<file path="src/rtl/uart_tx_fsm.sv">
// UART transmitter control FSM: sequences start, data, optional parity and stop bits.
// Build option UART_TX_B2B_EN: when defined, a request on the last stop cycle chains the next frame with no idle gap.
module uart_tx_fsm #(
    parameter int STOP_BITS = 1
) (
    input  logic       CLK,
    input  logic       RST,
    input  logic       PAR_EN,
    input  logic       DATA_VALID,
    input  logic       ser_done,
    output logic       ser_en,
    output logic [1:0] mux_sel,
    output logic       BUSY
);

    typedef enum logic [2:0] {
        S_IDLE,
        S_START,
        S_DATA,
        S_PARITY,
        S_STOP
    } state_t;

    state_t     state;
    state_t     state_nxt;
    logic       par_en_q;
    logic [1:0] stop_cnt;
    logic       stop_last;
    logic       chain_go;
    logic       accept;

    assign stop_last = (stop_cnt == 2'(STOP_BITS - 1));

`ifdef UART_TX_B2B_EN
    assign chain_go = (state == S_STOP) && stop_last && DATA_VALID;
`else
    assign chain_go = 1'b0;
`endif

    assign accept = ((state == S_IDLE) && DATA_VALID) || chain_go;

    // State register, parity latch and stop-bit counter
    always_ff @(posedge CLK) begin
        if (RST) begin
            state    <= S_IDLE;
            par_en_q <= 1'b0;
            stop_cnt <= 2'd0;
        end else begin
            state <= state_nxt;
            if (accept)
                par_en_q <= PAR_EN;
            // Held at zero outside STOP so every STOP entry starts counting from 0
            if (state != S_STOP)
                stop_cnt <= 2'd0;
            else if (!stop_last)
                stop_cnt <= stop_cnt + 2'd1;
        end
    end

    always_comb begin
        state_nxt = state;
        case (state)
            S_IDLE:   if (DATA_VALID) state_nxt = S_START;
            S_START:  state_nxt = S_DATA;
            S_DATA:   if (ser_done) state_nxt = par_en_q ? S_PARITY : S_STOP;
            S_PARITY: state_nxt = S_STOP;
            S_STOP:   if (stop_last) state_nxt = chain_go ? S_START : S_IDLE;
            default:  state_nxt = S_IDLE;
        endcase
    end

    always_comb begin
        ser_en  = 1'b0;
        mux_sel = 2'b01;
        BUSY    = 1'b0;
        case (state)
            S_START: begin
                mux_sel = 2'b00;
                BUSY    = 1'b1;
            end
            S_DATA: begin
                ser_en  = 1'b1;
                mux_sel = 2'b10;
                BUSY    = 1'b1;
            end
            S_PARITY: begin
                mux_sel = 2'b11;
                BUSY    = 1'b1;
            end
            S_STOP: begin
                mux_sel = 2'b01;
                BUSY    = 1'b1;
            end
            default: begin
                ser_en  = 1'b0;
                mux_sel = 2'b01;
                BUSY    = 1'b0;
            end
        endcase
    end

endmodule

</file>
<file path="config.mk">
export PLATFORM = sky130hd
export DESIGN_NAME = uart_tx_fsm
export DESIGN_NICKNAME = d
export VERILOG_FILES = /design/src/rtl/uart_tx_fsm.sv
export SDC_FILE = /design/constraint.sdc
export NUM_CORES = 1
export LEC_CHECK = 0
export CAP_MARGIN = 20
export CORE_AREA = 2 2 39 41
export DETAILED_ROUTE_END_ITERATION = 7
export DIE_AREA = 0 0 41 43
export GPL_TIMING_DRIVEN = 1
export MAX_ROUTING_LAYER = met4
export SETUP_SLACK_MARGIN = 0.5
export SYNTH_ARGS = -nofsm -noshare
export SYNTH_HDL_FRONTEND = slang
export SYNTH_SLANG_ARGS = --single-unit
</file>
<file path="constraint.sdc">
create_clock -name CLK -period 1.17 [get_ports CLK]
set_input_delay 0.234 -clock CLK [delete_from_list [all_inputs] [get_ports CLK]]
set_output_delay 0.234 -clock CLK [all_outputs]
set_load 0.02 [all_outputs]
</file>
# ---- Word level (Yosys, flattened, before mapping)
# Index checks and enable logic that the tools add are counted.
dict set report totals {
  regBits 6
}
dict set report classes {
  reduce_logical 6
  eq_ne 8
  mux 8
  n_addsub 1
}
# cell count
set op_table {}
lappend op_table {{one-hot mux 3 bit (5 select lines)} 1}
lappend op_table {{two-way mux 3 bit} 4}
lappend op_table {{== test 3 x 2 -> 1 bit (second input constant)} 2}
lappend op_table {{inequality test 2 bit (second input constant)} 3}
lappend op_table {{one-hot mux 2 bit (3 select lines)} 1}
lappend op_table {{OR reduction 4 bit} 1}
lappend op_table {{== test 3 x 1 -> 1 bit (second input constant)} 1}
lappend op_table {{== test 3 bit (second input constant)} 1}
lappend op_table {{logical NOT 3 bit} 1}
lappend op_table {{inequality test 3 bit (second input constant)} 1}
lappend op_table {{AND reduction 3 bit} 1}
lappend op_table {{adder 2 x 1 -> 2 bit (second input constant)} 1}
lappend op_table {{logical NOT 2 bit} 1}
lappend op_table {{two-way mux 1 bit} 2}
lappend op_table {{OR reduction 2 bit} 1}
lappend op_table {{logical AND 1 bit} 1}

# ---- Depth between registers and ports, before layout
dict set report logic_depth {
  depth_word 3
  depth_mapped 5
  depth_no_buf 5
}

# ---- Least setup slack after synthesis
# No wires, ideal clock.
dict set report synth_path {
  kind {register to output}
  start {register state[1]}
  end {output ser_en}
  t_arrival_ns 1.247
  path_stages_with_launch 4
  setup_slack_ns -0.311
  path_cell_list {dfxtp_1 buf_6 nor2b_1 nor2b_1}
}
dict set report synth_between {
  elab_chain_cells 2
}
# item line_no
set synth_rtl {}
lappend synth_rtl {{start: declaration} 24} ;# state_t state;
lappend synth_rtl {{start signal: assignment} 49} ;# state <= state_nxt;
lappend synth_rtl {{== test 3 x 2 -> 1 bit} 76} ;# case (state)
lappend synth_rtl {{two-way mux 1 bit} 76}
lappend synth_rtl {{end: declaration} 11} ;# output logic ser_en,
# Every way passes these cells.

# ---- Worst setup path after layout
dict set report layout_path {
  start {register state[1]}
  end {output mux_sel[0]}
}
dict set report layout_between {
  elab_chain_cells 2
  word_cells_on_any_way 4
}
# item line_no
set layout_rtl {}
lappend layout_rtl {{== test 3 x 2 -> 1 bit / == test 3 x 1 -> 1 bit (equally long branches)} 76}
lappend layout_rtl {{one-hot mux 2 bit (3 select lines) *} 76}
lappend layout_rtl {{end: declaration} 12} ;# output logic [1:0] mux_sel,
# Every way passes the cells marked *; elsewhere a longest branch is shown, timed or not.

==> run metrics <==
status=finished, violations left; failing checks=setup timing; final WL=between 900 and 1000 um; clock slew at reported path FFs=approximately 0.04 ns; Crit Path Max Fanout=5; area grow syn2layout=86.3%; largest net degree at the start of global routing=10; Worst Hold Class=register to register; Tcrit/Tclk final=109%; clk root buf=clkbuf_4; detailed placement HPWL=651 um; Mapped Nets=48; # diodes=0; Max-slew headroom=80.2%; worst setup margin=-0.101 ns; routed vias/inst=roughly 4.7; CTS sink count=6; Net count, final=slightly above 70; filler cell count=150; H-tree Lvls=1; top-count cell post-synth=dfxtp_1; Avg Cell Area, Syn=slightly below 9 sq um; per-cell routed wire length=between 10 and 15 um; worst endpoint required time=roughly 0.94 ns; Netlist cell types=23; clk_lat worst skew=0.24 ns; Fmax=~800 MHz; critical path launch point type=register; Num CTS Buffers=3; FF/Latch Area=between 100 and 150 sq um; Setup Crit Path Kind=register to primary output; Max rail drop VDD=around 520 uV; Final Setup Violations=6; most frequent cells after synthesis=dfxtp_1 (6), nor2_1 (4), nor2b_1 (4); RSZ-0062 raised after global routing=true; CP Capture Type=primary output; Final Hold Viols=0; Rows=14; cell accounting for the most synthesized area=dfxtp_1; Post-synth EDFFs=0; area of the multi-input gates=between 300 and 400 sq um; I/O pin count=9; GRT Resource Usage Total=between 10 and 15%; Die Y=about 43 um; Setup Skew=0.000448 ns; die width=41 um; initial antenna violation count=0; vias in the first global route=approximately 350; dominant synthesized flop cell=dfxtp_1; Place WS=-0.336 ns; post-layout minimum cycle time=1.27 ns; routability cong.=around 0.71; Residual DRC=0; # Max-Cap Violations=0; cts hold-fix bufs=0; via count=between 300 and 400; GR Overflow Total=0; mapped cell area=about 380 sq um; worst-margin pin slew=just under 0.3 ns; P_leak=roughly 0.29 nW; sequential share of the synthesized area=between 30% and 40%; number of synthesized register bits=6; Ys Warns=0; post-synth top area share=between 30 and 40%; IO buf count=8; Cell Pwr Density=1000 nW/um^2; Data arrival, critical path=between 1 and 1.5 ns; Slew Limit Fails=0; Synth area leaders=dfxtp_1 (32%), mux2i_1 (8.0%), nor2b_1 (6.7%); total power=about 0.7 mW; layout cell share with drive strength beyond 1=between 60 and 70%; Post-DRT Antenna Nets=0; total core area=~1400 sq um; flop2flop setup slack=-0.02 ns; Starting Density=27.1%; Async SR Flop Fraction=0%; initial drt markers=5; CTS tree=built; first-pass GRT wire length=around 1500 um; clk buf depth=2; Mapped Cells=42; die area=between 1500 and 2000 sq um; Pre-antenna DRT Iters=4
==> through the flow <==
| stage | std cells | util [%] | instance area, sq um | hold slack [ns] | setup TNS, ns |
|---|---|---|---|---|---|
| floorplan | 42 | - | 435 | 0.303 | 0 |
| detailed placement | 73 | 41.7 | 577 | 0.505 | -2.26 |
| global placement | 73 | 41.7 | 577 | 0.497 | -2.21 |
| global route | 79 | 50.5 | 699 | 0.562 | -0.749 |
| CTS | 78 | 48.0 | 664 | 0.523 | -0.426 |
| finish | 79 | 50.5 | 699 | 0.513 | -0.336 |
==> final cells by class <==
| type | count | share of cell area (%) |
|---|---|---|
| timing repair buffer | 21 | 28.3 |
| clock buffer | 3 | 3.22 |
| inverter | 2 | 1.07 |
| tap | 16 | 2.86 |
| multi-input combinational | 31 | 45.4 |
| sequential | 6 | 19.1 |
==> cell usage in the layout (no fill, tap or decap), drive strengths merged <==
| master | n |
|---|---|
| ha | 1 |
| a32oi | 1 |
| nor2 | 4 |
| o21ai | 1 |
| a2111oi | 1 |
| mux2i | 3 |
| o31a | 1 |
| xor2 | 1 |
| inv | 2 |
| or3 | 1 |
| nand2b | 3 |
| a21o | 1 |
| a21oi | 3 |
| dfxtp | 6 |
| xnor2 | 1 |
| nor3 | 1 |
| clkbuf | 3 |
| nor2b | 4 |
| buf | 17 |
| clkdlybuf4s50 | 4 |
| nor4 | 1 |
| nor4b | 1 |
| or4b | 1 |
| nand3b | 1 |
==> sequential cells by signal, summed over array words and instances, names as in the netlist <==
register / flops
par_en_q: 1
state: 3
stop_cnt: 2
==> power by group <==
part | switching [mW] | internal [mW] | leakage [nW]
Combinational | 0.116 | 0.166 | 0.222
Clock | 0.0639 | 0.115 | 0.0138
Sequential | 0.0224 | 0.218 | 0.0521
==> critical path, cell delays in order (launching register included) <==
cell and delay (ns):
dfxtp_4 0.36, nand2b_4 0.14, a21o_1 0.18, buf_6 0.13
==> timing repair <==
action,in CTS,in global routing
buffers inserted,2,1
pin swaps,3,1
resized for setup,35,8
hold endpoints to repair,0,0
setup endpoints to repair,10,10
==> kinds of logic after synthesis <==
logic type      share of synthesized area (%)
mux                                      8.00
buf+inv                                  7.67
simple gates                             30.0
fa+ha+maj                                3.33
compound gates                           14.3
xor+xnor                                 4.67
flops                                    32.0
==> layer usage <==
metal  part of all wire (%)  wire [um]  vias to the layer above  track usage [%]
met4                    1.8         17                        0             10.0
li1                       -          -                      194                -
met3                    1.5         14                        2             7.85
met1                     42        388                      172             14.5
met5                      0          0                        -                -
met2                     54        504                        4             19.1
==> worst paths after layout <==
kind | startpoint | depth (start not counted) | to
hold / removal | stop_cnt[1] | 2 | stop_cnt[1]
setup / recovery | state[1] | 3 | mux_sel[0]
hold reg to reg | stop_cnt[1] | 2 | stop_cnt[1]
setup reg to reg | state[0] | 3 | stop_cnt[1]
No activity file was read; power rests on OpenSTA's default activity.
